--- src/rtl/timing_pkt_pkg.sv ---
// Shared definitions for the 1 ms timing-packet generator: header constants,
// bus-width derived sizing helpers, FSM state encoding and the per-packet
// snapshot record that is the only source of header content.
package timing_pkt_pkg;

    localparam logic [15:0] TPID         = 16'h8100;
    localparam logic [15:0] ETHERTYPE    = 16'hAEFE;
    localparam logic [7:0]  ECPRI_REV    = 8'h10;
    localparam logic [7:0]  MSG_TYPE     = 8'h02;
    localparam logic [15:0] PAYLOAD_SIZE = 16'h0010;
    localparam logic [15:0] RTC_ID       = 16'h0003;
    localparam int          HDR_BYTES    = 40;

    // Number of bus beats needed to carry the header (10, 5 or 3).
    function automatic int beats_for(input int data_width);
        return (HDR_BYTES + data_width / 8 - 1) / (data_width / 8);
    endfunction

    // Width of the empty-byte count for a given bus width.
    function automatic int empty_w_for(input int data_width);
        return $clog2(data_width / 8);
    endfunction

    typedef enum logic [1:0] {
        ST_IDLE = 2'd0,
        ST_REQ  = 2'd1,
        ST_SEND = 2'd2
    } state_t;

    typedef struct packed {
        logic [47:0] da;
        logic [47:0] sa;
        logic [11:0] vid;
        logic [15:0] seq;
        logic [7:0]  flags;
        logic [15:0] frame;
        logic [15:0] slot;
    } snap_t;

endpackage

--- src/rtl/timing_packet_gen_if.sv ---
// Arbiter handshake plus Avalon-ST source bundle of the timing-packet generator.
// master: generator side (drives request/eop and the stream, samples grant/ready).
// slave:  arbiter/sink side.
interface timing_packet_gen_if #(
    parameter int DATA_WIDTH = 64
);
    import timing_pkt_pkg::*;

    localparam int EMPTY_W = empty_w_for(DATA_WIDTH);

    logic [1:0]            packet_request;
    logic                  packet_grant;
    logic                  packet_eop;
    logic                  dout_ready;
    logic                  dout_valid;
    logic                  dout_sop;
    logic                  dout_eop;
    logic                  dout_error;
    logic [DATA_WIDTH-1:0] dout_data;
    logic [EMPTY_W-1:0]    dout_empty;

    modport master (
        output packet_request, packet_eop,
        output dout_valid, dout_sop, dout_eop, dout_error, dout_data, dout_empty,
        input  packet_grant, dout_ready
    );

    modport slave (
        input  packet_request, packet_eop,
        input  dout_valid, dout_sop, dout_eop, dout_error, dout_data, dout_empty,
        output packet_grant, dout_ready
    );

endinterface

--- src/rtl/timing_pkt_status.sv ---
// Sticky fronthaul status flags plus saturating dl overflow counter.
// Latency: events visible on flags one cycle after the pulse.
// Backpressure: none; capture returns the current value and restarts accumulation.
// Ports: clk/rst_n; four status event pulses; capture clears; flags =
//        {dl_ovf_cnt[3:0], ul_ovf, dl_ovf, dl_unf, sync}.
module timing_pkt_status (
    input  logic       clk,
    input  logic       rst_n,
    input  logic       ul_overflow_in,
    input  logic       dl_overflow_in,
    input  logic       dl_underflow_in,
    input  logic       sync_status_in,
    input  logic       capture,
    output logic [7:0] flags
);

    logic       ul_q;
    logic       dl_q;
    logic       unf_q;
    logic       sync_q;
    logic [3:0] cnt_q;

    always_ff @(posedge clk or negedge rst_n) begin
        if (!rst_n) begin
            ul_q   <= 1'b0;
            dl_q   <= 1'b0;
            unf_q  <= 1'b0;
            sync_q <= 1'b0;
            cnt_q  <= 4'd0;
        end else if (capture) begin
            // The owner takes the current value; an event arriving in the same
            // cycle starts the next accumulation instead of being dropped.
            ul_q   <= ul_overflow_in;
            dl_q   <= dl_overflow_in;
            unf_q  <= dl_underflow_in;
            sync_q <= sync_status_in;
            cnt_q  <= {3'b000, dl_overflow_in};
        end else begin
            ul_q   <= ul_q | ul_overflow_in;
            dl_q   <= dl_q | dl_overflow_in;
            unf_q  <= unf_q | dl_underflow_in;
            sync_q <= sync_q | sync_status_in;
            if (dl_overflow_in && cnt_q != 4'hF) begin
                cnt_q <= cnt_q + 4'd1;
            end
        end
    end

    assign flags = {cnt_q, ul_q, dl_q, unf_q, sync_q};

endmodule

--- src/rtl/timing_packet_gen.sv ---
// 1 ms timing-packet source: snapshots indices/status per tick and streams a 40-byte Eth/VLAN/eCPRI header.
// Latency: request 3 cycles after irq rising edge (2-flop sync + edge detect + capture); data 1 cycle after grant.
// Backpressure: per-beat via dout_ready, outputs held while low; one trigger queued, further ones counted in missed_cnt.
// Ports: clk, rst_n, enable, irq_1ms; frame/slot/vlan/MAC inputs; status pulses; seq_id, missed_cnt;
//        bus carries packet_request/grant/eop and the Avalon-ST dout_* signals.
module timing_packet_gen
    import timing_pkt_pkg::*;
#(
    parameter int          DATA_WIDTH      = 64,
    parameter bit          DATA_BIG_ENDIAN = 1'b1,
    parameter int          LATENCY_ARB     = 2,      // must be below the beat count
    parameter logic [1:0]  REQ_PRIORITY    = 2'd3,
    parameter logic [2:0]  VLAN_PCP        = 3'd7,
    parameter logic [7:0]  SCS_CFG         = 8'h01
) (
    input  logic        clk,
    input  logic        rst_n,
    input  logic        enable,
    input  logic        irq_1ms,
    input  logic [15:0] frame_index,
    input  logic [15:0] slot_index,
    input  logic [11:0] vlan_id,
    input  logic [31:0] dest_addr_l,
    input  logic [31:0] dest_addr_h,
    input  logic [31:0] sour_addr_l,
    input  logic [31:0] sour_addr_h,
    input  logic        ul_overflow_in,
    input  logic        dl_overflow_in,
    input  logic        dl_underflow_in,
    input  logic        sync_status_in,
    output logic [15:0] seq_id,
    output logic [7:0]  missed_cnt,
    timing_packet_gen_if.master bus
);

    localparam int BYTES     = DATA_WIDTH / 8;
    localparam int BEATS     = beats_for(DATA_WIDTH);
    localparam int PAD_BYTES = BEATS * BYTES;
    localparam int EMPTY_W   = empty_w_for(DATA_WIDTH);
    localparam int BEAT_W    = 4;
    localparam logic [BEAT_W-1:0]  LAST_BEAT  = BEAT_W'(BEATS - 1);
    localparam logic [BEAT_W-1:0]  EARLY_BEAT = BEAT_W'(BEATS - 1 - LATENCY_ARB);
    localparam logic [EMPTY_W-1:0] EOP_EMPTY  = EMPTY_W'(PAD_BYTES - HDR_BYTES);

    // Only the low 16 bits of the *_addr_h words form the MAC.
    logic unused_addr_bits;
    assign unused_addr_bits = ^{dest_addr_h[31:16], sour_addr_h[31:16]};

    // Tick synchroniser and rising-edge detect.
    logic irq_s1, irq_s2, irq_s3;
    logic trig;

    always_ff @(posedge clk or negedge rst_n) begin
        if (!rst_n) begin
            {irq_s3, irq_s2, irq_s1} <= 3'b000;
        end else begin
            {irq_s3, irq_s2, irq_s1} <= {irq_s2, irq_s1, irq_1ms};
        end
    end

    assign trig = irq_s2 & ~irq_s3 & enable;

    state_t            state_q, state_d;
    logic [BEAT_W-1:0] beat_q, beat_d;
    logic              pending_q;
    logic              req_q;
    logic [7:0]        missed_q;
    logic [15:0]       seq_q;
    snap_t             snap_q;
    logic              capture;
    logic              xfer, early_xfer, last_xfer;
    logic [7:0]        status_flags;

    timing_pkt_status u_status (
        .clk             (clk),
        .rst_n           (rst_n),
        .ul_overflow_in  (ul_overflow_in),
        .dl_overflow_in  (dl_overflow_in),
        .dl_underflow_in (dl_underflow_in),
        .sync_status_in  (sync_status_in),
        .capture         (capture),
        .flags           (status_flags)
    );

    always_comb begin
        state_d = state_q;
        beat_d  = beat_q;
        capture = 1'b0;
        case (state_q)
            ST_IDLE: begin
                if (trig || pending_q) begin
                    capture = 1'b1;
                    state_d = ST_REQ;
                end
            end
            ST_REQ: begin
                if (bus.packet_grant) begin
                    state_d = ST_SEND;
                    beat_d  = '0;
                end
            end
            ST_SEND: begin
                if (bus.dout_ready) begin
                    if (beat_q == LAST_BEAT) begin
                        state_d = ST_IDLE;
                    end else begin
                        beat_d = beat_q + BEAT_W'(1);
                    end
                end
            end
            default: state_d = ST_IDLE;
        endcase
    end

    assign xfer       = (state_q == ST_SEND) && bus.dout_ready;
    assign early_xfer = xfer && (beat_q == EARLY_BEAT);
    assign last_xfer  = xfer && (beat_q == LAST_BEAT);

    always_ff @(posedge clk or negedge rst_n) begin
        if (!rst_n) begin
            state_q   <= ST_IDLE;
            beat_q    <= '0;
            pending_q <= 1'b0;
            req_q     <= 1'b0;
            missed_q  <= 8'd0;
            seq_q     <= 16'd0;
            snap_q    <= '0;
        end else begin
            state_q <= state_d;
            beat_q  <= beat_d;

            if (capture) begin
                // A tick landing while a queued one is consumed stays queued.
                pending_q <= pending_q & trig;
            end else if (trig && state_q != ST_IDLE) begin
                if (!pending_q) begin
                    pending_q <= 1'b1;
                end else if (missed_q != 8'hFF) begin
                    missed_q <= missed_q + 8'd1;
                end
            end

            if (capture) begin
                req_q <= 1'b1;
            end else if (early_xfer) begin
                req_q <= 1'b0;
            end

            if (last_xfer) begin
                seq_q <= seq_q + 16'd1;
            end

            if (capture) begin
                snap_q.da    <= {dest_addr_h[15:0], dest_addr_l};
                snap_q.sa    <= {sour_addr_h[15:0], sour_addr_l};
                snap_q.vid   <= vlan_id;
                snap_q.seq   <= seq_q;
                snap_q.flags <= status_flags;
                snap_q.frame <= frame_index;
                snap_q.slot  <= slot_index;
            end
        end
    end

    // Header in wire order; bytes past HDR_BYTES are padding and stay zero.
    logic [7:0] hdr [PAD_BYTES];

    always_comb begin
        for (int i = 0; i < PAD_BYTES; i++) begin
            hdr[i] = 8'h00;
        end
        for (int i = 0; i < 6; i++) begin
            hdr[i]     = snap_q.da[47-8*i -: 8];
            hdr[6 + i] = snap_q.sa[47-8*i -: 8];
        end
        hdr[12] = TPID[15:8];
        hdr[13] = TPID[7:0];
        hdr[14] = {VLAN_PCP, 1'b0, snap_q.vid[11:8]};
        hdr[15] = snap_q.vid[7:0];
        hdr[16] = ETHERTYPE[15:8];
        hdr[17] = ETHERTYPE[7:0];
        hdr[18] = ECPRI_REV;
        hdr[19] = MSG_TYPE;
        hdr[20] = PAYLOAD_SIZE[15:8];
        hdr[21] = PAYLOAD_SIZE[7:0];
        hdr[22] = RTC_ID[15:8];
        hdr[23] = RTC_ID[7:0];
        hdr[24] = snap_q.seq[15:8];
        hdr[25] = snap_q.seq[7:0];
        hdr[27] = snap_q.flags;
        hdr[31] = SCS_CFG;
        hdr[32] = snap_q.frame[15:8];
        hdr[33] = snap_q.frame[7:0];
        hdr[34] = snap_q.slot[15:8];
        hdr[35] = snap_q.slot[7:0];
    end

    logic [DATA_WIDTH-1:0] beat_data;

    always_comb begin
        beat_data = '0;
        for (int k = 0; k < BEATS; k++) begin
            if (beat_q == BEAT_W'(k)) begin
                for (int b = 0; b < BYTES; b++) begin
                    if (DATA_BIG_ENDIAN) begin
                        beat_data[DATA_WIDTH-1-8*b -: 8] = hdr[k*BYTES + b];
                    end else begin
                        beat_data[8*b +: 8] = hdr[k*BYTES + b];
                    end
                end
            end
        end
    end

    logic sending;
    assign sending = (state_q == ST_SEND);

    // Request drops in the same cycle the early-release pulse fires.
    assign bus.packet_eop     = early_xfer;
    assign bus.packet_request = (req_q && !early_xfer) ? REQ_PRIORITY : 2'd0;
    assign bus.dout_valid     = sending;
    assign bus.dout_sop       = sending && (beat_q == '0);
    assign bus.dout_eop       = sending && (beat_q == LAST_BEAT);
    assign bus.dout_empty     = (sending && beat_q == LAST_BEAT) ? EOP_EMPTY : '0;
    assign bus.dout_error     = 1'b0;
    assign bus.dout_data      = sending ? beat_data : '0;

    assign seq_id     = seq_q;
    assign missed_cnt = missed_q;

endmodule

--- src/flat_wrapper.sv ---
// flat-port wrapper written by rule: the top's interface ports become plain ports
module timing_packet_gen_flat import timing_pkt_pkg::*;
#(
    parameter int          DATA_WIDTH      = 64,
    parameter bit          DATA_BIG_ENDIAN = 1'b1,
    parameter int          LATENCY_ARB     = 2,                                     
    parameter logic [1:0]  REQ_PRIORITY    = 2'd3,
    parameter logic [2:0]  VLAN_PCP        = 3'd7,
    parameter logic [7:0]  SCS_CFG         = 8'h01
)
  (clk, rst_n, enable, irq_1ms, frame_index, slot_index, vlan_id, dest_addr_l, dest_addr_h, sour_addr_l, sour_addr_h, ul_overflow_in, dl_overflow_in, dl_underflow_in, sync_status_in, seq_id, missed_cnt, bus_packet_request, bus_packet_eop, bus_dout_valid, bus_dout_sop, bus_dout_eop, bus_dout_error, bus_dout_data, bus_dout_empty, bus_packet_grant, bus_dout_ready);
  timing_packet_gen_if #(.DATA_WIDTH(DATA_WIDTH)) bus_i ();
  input  logic clk;
  input  logic rst_n;
  input  logic enable;
  input  logic irq_1ms;
  input  logic [15:0] frame_index;
  input  logic [15:0] slot_index;
  input  logic [11:0] vlan_id;
  input  logic [31:0] dest_addr_l;
  input  logic [31:0] dest_addr_h;
  input  logic [31:0] sour_addr_l;
  input  logic [31:0] sour_addr_h;
  input  logic ul_overflow_in;
  input  logic dl_overflow_in;
  input  logic dl_underflow_in;
  input  logic sync_status_in;
  output logic [15:0] seq_id;
  output logic [7:0] missed_cnt;
  output wire logic [$bits(bus_i.packet_request)-1:0] bus_packet_request;
  output wire logic [$bits(bus_i.packet_eop)-1:0] bus_packet_eop;
  output wire logic [$bits(bus_i.dout_valid)-1:0] bus_dout_valid;
  output wire logic [$bits(bus_i.dout_sop)-1:0] bus_dout_sop;
  output wire logic [$bits(bus_i.dout_eop)-1:0] bus_dout_eop;
  output wire logic [$bits(bus_i.dout_error)-1:0] bus_dout_error;
  output wire logic [$bits(bus_i.dout_data)-1:0] bus_dout_data;
  output wire logic [$bits(bus_i.dout_empty)-1:0] bus_dout_empty;
  input wire logic [$bits(bus_i.packet_grant)-1:0] bus_packet_grant;
  input wire logic [$bits(bus_i.dout_ready)-1:0] bus_dout_ready;
  assign bus_packet_request = bus_i.packet_request;
  assign bus_packet_eop = bus_i.packet_eop;
  assign bus_dout_valid = bus_i.dout_valid;
  assign bus_dout_sop = bus_i.dout_sop;
  assign bus_dout_eop = bus_i.dout_eop;
  assign bus_dout_error = bus_i.dout_error;
  assign bus_dout_data = bus_i.dout_data;
  assign bus_dout_empty = bus_i.dout_empty;
  assign bus_i.packet_grant = bus_packet_grant;
  assign bus_i.dout_ready = bus_dout_ready;
  timing_packet_gen #(.DATA_WIDTH(DATA_WIDTH), .DATA_BIG_ENDIAN(DATA_BIG_ENDIAN), .LATENCY_ARB(LATENCY_ARB), .REQ_PRIORITY(REQ_PRIORITY), .VLAN_PCP(VLAN_PCP), .SCS_CFG(SCS_CFG)) u_core (.clk(clk), .rst_n(rst_n), .enable(enable), .irq_1ms(irq_1ms), .frame_index(frame_index), .slot_index(slot_index), .vlan_id(vlan_id), .dest_addr_l(dest_addr_l), .dest_addr_h(dest_addr_h), .sour_addr_l(sour_addr_l), .sour_addr_h(sour_addr_h), .ul_overflow_in(ul_overflow_in), .dl_overflow_in(dl_overflow_in), .dl_underflow_in(dl_underflow_in), .sync_status_in(sync_status_in), .seq_id(seq_id), .missed_cnt(missed_cnt), .bus(bus_i));
endmodule
--- config.mk ---
export PLATFORM = sky130hd
export DESIGN_NAME = timing_packet_gen_flat
export DESIGN_NICKNAME = d
export VERILOG_FILES = /design/src/rtl/timing_pkt_pkg.sv /design/src/rtl/timing_packet_gen_if.sv /design/src/rtl/timing_pkt_status.sv /design/src/rtl/timing_packet_gen.sv /design/src/flat_wrapper.sv
export SDC_FILE = /design/constraint.sdc
export NUM_CORES = 1
export LEC_CHECK = 0
export ABC_AREA = 1
export ABC_CLOCK_PERIOD_IN_PS = 1940
export BUFFER_PORTS_ARGS = -buffer_cell sky130_fd_sc_hd__buf_2
export CORE_MARGIN = 3
export CORE_UTILIZATION = 53
export DETAILED_ROUTE_END_ITERATION = 10
export HOLD_SLACK_MARGIN = 0.03
export MAX_ROUTING_LAYER = met4
export PLACE_DENSITY_LB_ADDON = 0.15
export SLEW_MARGIN = 0
export SYNTH_ARGS = -nofsm -noshare
export SYNTH_HDL_FRONTEND = slang
export SYNTH_SLANG_ARGS = --single-unit
--- constraint.sdc ---
create_clock -name clk -period 1.94 [get_ports clk]
set_clock_uncertainty 0.05 [all_clocks]
set_input_delay 0 -clock clk [delete_from_list [all_inputs] [get_ports clk]]
set_output_delay 0 -clock clk [all_outputs]
set_load 0.02 [all_outputs]
=== Word level (Yosys, flattened, before mapping) ===
Index checks and enable logic that the tools add are counted.

* Register bits: 207
* Logic and storage cells: 95
* Bits in latches: 0
* Memory bits (read-only): 0
* RAM bits: 0
* Bits of input ports: 182
* Memories: 0
* Output and inout port bits: 98

* Shift-type cells: 0
* Magnitude comparators: 0
* Divide/modulo/power cells: 0
* Add/subtract/negate cells: 4
* Reductions and logical operators: 20
* Equal/unequal tests: 13
* Bitwise logic cells: 9
* Mux-type cells: 28
* $mul: 0

{| class="wikitable"
|+ Operator list
! kind !! count
|-
| 64-bit two-way mux || 6
|-
| 4-bit two-way mux || 5
|-
| 16-bit by 1-bit adder with 16-bit output (second input constant) || 1
|-
| 4-bit AND reduction || 3
|-
| 1-bit two-way mux || 10
|-
| 2-bit two-way mux || 5
|-
| 2-bit nonzero test || 5
|-
| 4-bit by 1-bit adder with 4-bit output (second input constant) || 2
|-
| 8-bit by 1-bit adder with 8-bit output (second input constant) || 1
|-
| 4-bit by 2-bit == test with 1-bit output (second input constant) || 2
|-
| 1-bit logical AND || 8
|-
| 2-bit inequality test (second input constant) || 4
|-
| 8-bit inequality test (second input constant) || 1
|-
| 4-bit case mux with 2 select lines || 1
|-
| 2-bit case mux with 3 select lines || 1
|-
| 4-bit by 1-bit == test with 1-bit output (second input constant) || 1
|-
| 4-bit by 3-bit == test with 1-bit output (second input constant) || 1
|-
| 4-bit logical NOT || 1
|-
| 4-bit inequality test (second input constant) || 1
|-
| 1-bit bitwise OR || 4
|-
| 1-bit AND || 3
|-
| 2-bit by 1-bit == test with 1-bit output (second input constant) || 1
|-
| 2-bit == test (second input constant) || 1
|-
| 2-bit logical NOT || 1
|-
| other kinds (4) || 5
|}

=== Logic depth before layout (Yosys ltp) ===
* Depth in word-level cells: 8
* Mapped depth: 11
* Mapped depth without buffers: 10

=== Cells and area by module ===
A second synthesis with hierarchy kept.

* Cell total of the unflattened synthesis: 1359
* Area total of the unflattened synthesis: 10163.5 µm²

{| class="wikitable"
|+ By module, submodules not included
! module !! area each (µm²) !! cells each !! instances !! seq. area each (µm²)
|-
| timing_packet_gen || 9780.6 || 1319 || 1 || 4979.8
|-
| timing_pkt_status || 382.9 || 40 || 1 || 200.2
|}

=== Worst setup path after synthesis ===
Ideal clock, no wire load.

* Path kind: register -> output
* Start point: register u_core.beat_q[0]
* End point: output port bus_dout_data[12]
* Data required time: 1890 ps
* Data arrival time: 1690 ps
* Path buffers: 0
* Path slack: 200 ps
* Cell stages (with the launch flop): 8
* Cells stage by stage: dfrtp_1 -> inv_1 -> ha_1 -> nand3_2 -> nand2_4 -> nor2_2 -> nand2_2 -> nor3b_1

* Longest elaborated chain between the ends: 7
* Elaborated cells on any way between the ends: 11
* Classes of those cells: eq/ne: 4; mux: 6; reduce/logical: 1

{| class="wikitable"
|+ Ends and longest elaborated chain
! element !! line !! RTL
|-
| start, declared || timing_packet_gen.sv:64 || <nowiki>logic [BEAT_W-1:0] beat_q, beat_d;</nowiki>
|-
| start signal, assigned || timing_packet_gen.sv:130 || <nowiki>beat_q <= beat_d;</nowiki>
|-
| 4-bit logical NOT || timing_packet_gen.sv:203 || <nowiki>if (beat_q == BEAT_W'(k)) begin</nowiki>
|-
| 64-bit two-way mux (4 in a row) || timing_packet_gen.sv:203 ||
|-
| 64-bit two-way mux * || timing_packet_gen.sv:203 ||
|-
| 64-bit two-way mux * || timing_packet_gen.sv:226 || <nowiki>assign bus.dout_data = sending ? beat_data : '0;</nowiki>
|-
| end, declared || flat_wrapper.sv:36 || <nowiki>output wire logic [$bits(bus_i.dout_data)-1:0] bus_dout_data;</nowiki>
|}

Every way passes the cells marked *; elsewhere a longest branch is shown, timed or not.

=== Worst setup path in the final report ===
* Start point: register u_core.beat_q[1]
* End point: output port bus_dout_data[54]

The elaborated chain is that of the path after synthesis.

==> impl_metrics.tcl <==
set metrics [dict create \
    viasPerCell 5.33 \
    design.die.area_um2 20700 \
    synth-edff-count 0 \
    arrival_ns 2.28 \
    cp-start-kind "register" \
    synth.most_common_cell "nand2_1" \
    grt_pass1_vias 10648 \
    cap_violations 0 \
    grt_pass1_wl_mm 52.0 \
    place.gp.congestion 0.876 \
    cts-root-buf "clkbuf_16" \
    required_ns 1.89 \
    wl_met3_mm 2.25 \
    netlist_instances 1334 \
    vias 10655 \
    synthDistinctLibCells 35 \
    drt_iter0_markers 807 \
    slew_headroom 0.615 \
    antenna_left 0 \
    netlist.area_leader.share 0.515 \
    fin_util 0.828 \
    fin_ws_ns -0.392 \
    die_height_um 144 \
    crit_chain "buf_4, ha_4, o21ai_4, buf_4, bufbuf_16, nand3_1, nand2_1, nand2_2, buf_6" \
    htreeDepth 1 \
    path_class "reg -> out" \
    crit_family "buffers and inverters" \
    slowest_delay_ns 0.40 \
    final_hold_viol_count 0 \
    violations "negative setup slack" \
    row_count 49 \
    status "finished with violations" \
    async_reset_ff_frac 1.00 \
    synth_area_per_cell_um2 7.54 \
    grt_max_degree 81 \
    power.density_nw_per_um2 1060 \
    worst-path-buf-inv 4 \
    clockBufferDepth 3 \
    hold_path_class "in -> reg" \
    final_area_um2 15200 \
    clk_pin_slew_worst_paths_ns 0.06 \
    setup_viol 65 \
    die_w_um 144 \
    synth.area.top_cells "dfrtp_1 51%, nand2_1 29%, inv_1 2.1%" \
    overflow 0 \
    fmax_ghz 0.429 \
    syn2layout_area_growth_pct 50.9 \
    tightest_slew_ns 0.577 \
    drive_gt1_frac 0.265 \
    first_pass_iters 6 \
    cts.sinks 207 \
    worstSetupEndpointType "output port" \
    synthTopCellsByCount "768 x nand2_1, 207 x dfrtp_1, 55 x inv_1, 55 x nor2_1" \
    cts_tree "done" \
    rr_startpoint "u_core.beat_q[0]" \
    peakVddDrop_mv 0.779 \
    period_share 1.20 \
    critPathLaunch "u_core.beat_q[1]" \
    antenna_found_initial 1 \
    p_leak_nw 8.18 \
    tns_ns -15.52 \
    period_needed_ns 2.33 \
    cts-buffers-inserted 23 \
    initial_core_util 0.549 \
    wl_per_cell_um 17.4 \
    drc_errors 0 \
    nNetsFinal 1942 \
    placed_cell_area_um2 11700 \
    power.total_mw 16.1 \
    crit_path_frequent_cell "buf_4" \
    ys.warnings.count 0 \
    top_layer_used "met4" \
    hold_start "irq_1ms" \
    netlist_area_um2 10100 \
    wl_mm 34.8 \
    worstPathMaxFanout 12 \
    dp_slack_ns 0.0475 \
    fillCellCount 1005 \
    yosysTopAreaCell "dfrtp_1" \
    hpwlAfterDp_mm 18.7 \
    ios 280 \
    synth_ff_type "dfrtp_1" \
    clk_latency_ns 0.50 \
    rsz0062_at_grt "true" \
    coreArea_um2 18300 \
    grt_usage 0.325 \
    drt-met1-wl_mm 13.3 \
    ys_ff_latch 207 \
    ys_seq_area_frac 0.515 \
    final-max-slew-violation-count 0 \
    met2_length_mm 17.6 \
    port_buffers 243 \
    slowest_stage "dfrtp_1" \
]
worst reg2reg max path, delay by kind of cell, from the launching register on:
family,cells,cell delay (ns)
and+or+nand+nor,3,0.36
DFF,1,0.42
adders and majority gates,1,0.18
xor gates and xnor gates,1,0.15
buffers and inverters,4,0.55
flip-flops by register name, summed over array words and instances (netlist names):
register / count
u_core.u_status.unf_q: 1
u_core.irq_s1: 1
u_core.seq_id: 16
u_core.beat_q: 4
u_core.hdr: 164
u_core.irq_s2: 1
u_core.u_status.dl_q: 1
u_core.req_q: 1
u_core.irq_s3: 1
u_core.u_status.sync_q: 1
u_core.pending_q: 1
u_core.missed_cnt: 8
u_core.state_q: 2
u_core.u_status.ul_q: 1
u_core.u_status.cnt_q: 4
cell families (layout without fill, tap and decap cells):
kind of cell / count (synthesis) / after routing / share of synthesized area
DFF: 207 / 207 / 0.515
buffers and inverters: 131 / 563 / 0.0583
and+or+nand+nor: 907 / 907 / 0.365
adders and majority gates: 7 / 7 / 0.00870
AOI/OAI and AO/OA: 63 / 63 / 0.0371
xor gates and xnor gates: 18 / 18 / 0.0157
other: 1 / 6 / 0.000373
cell type report:
type                            instances  area, um2  area share
Sequential cell                       207       5180       0.341
Multi-Input combinational cell        999       4700       0.310
Timing Repair Buffer                  458       3910       0.258
Clock buffer                           26        607      0.0400
Tap cell                              229        287      0.0189
Inverter                               63        258      0.0170
Clock inverter                         15        219      0.0144
Timing Repair inverter                  1       16.3     0.00107
Antenna cell                            2       5.00    0.000330
stage by stage:
step,hold slack [ns],cells
floorplan,-0.346,1337
global placement,-0.0817,1776
detailed placement,-0.0807,1776
CTS,0.0841,1996
global route,0.101,1999
finish,0.102,2000
what timing repair did:
item | in CTS | in global routing
hold buffers | 150 | 0
endpoints found under the hold margin | 369 | 0
setup buffers | 22 | 3
pin swaps | 9 | 30
resized for setup | 133 | 94
endpoints found under the setup margin | 68 | 73
cloned | 7 | 1
power breakdown:
part | switching, mW | internal [mW] | leakage, nW
combinational | 2.48 | 1.88 | 5.23
clock | 1.83 | 2.93 | 0.399
sequential | 1.08 | 5.93 | 2.55
worst paths after layout:
path | to | slack (ns) | depth (start not counted)
max | bus_dout_data[54] | -0.39 | 9
min | u_core.irq_s1 | 0.10 | 2
min reg2reg | u_core.irq_s2 | 0.31 | 0
min in group asynchronous | u_core.hdr[278] | 0.50 | 3
max in group asynchronous | u_core.hdr[310] | 0.65 | 4
max reg2reg | u_core.seq_id[5] | 0.12 | 9
per-layer routing:
metal,vias up,track usage
met4,0,0.141
met5,-,-
met1,5037,0.383
met3,143,0.0439
li1,4923,-
met2,552,0.558
layout by cell type (no fill, tap or decap), drive strengths merged, types with 7 or more instances in the layout:
master	instances
nand2	773
buf	305
xor2	14
nor3b	14
a21oi	18
dlygate4sd3	150
nand3	38
o21ai	37
nor2	63
inv	64
nand3b	11
nand4	7
dfrtp	207
clkbuf	27
ha	7
Note: power is estimated with default switching activity, not from simulation.
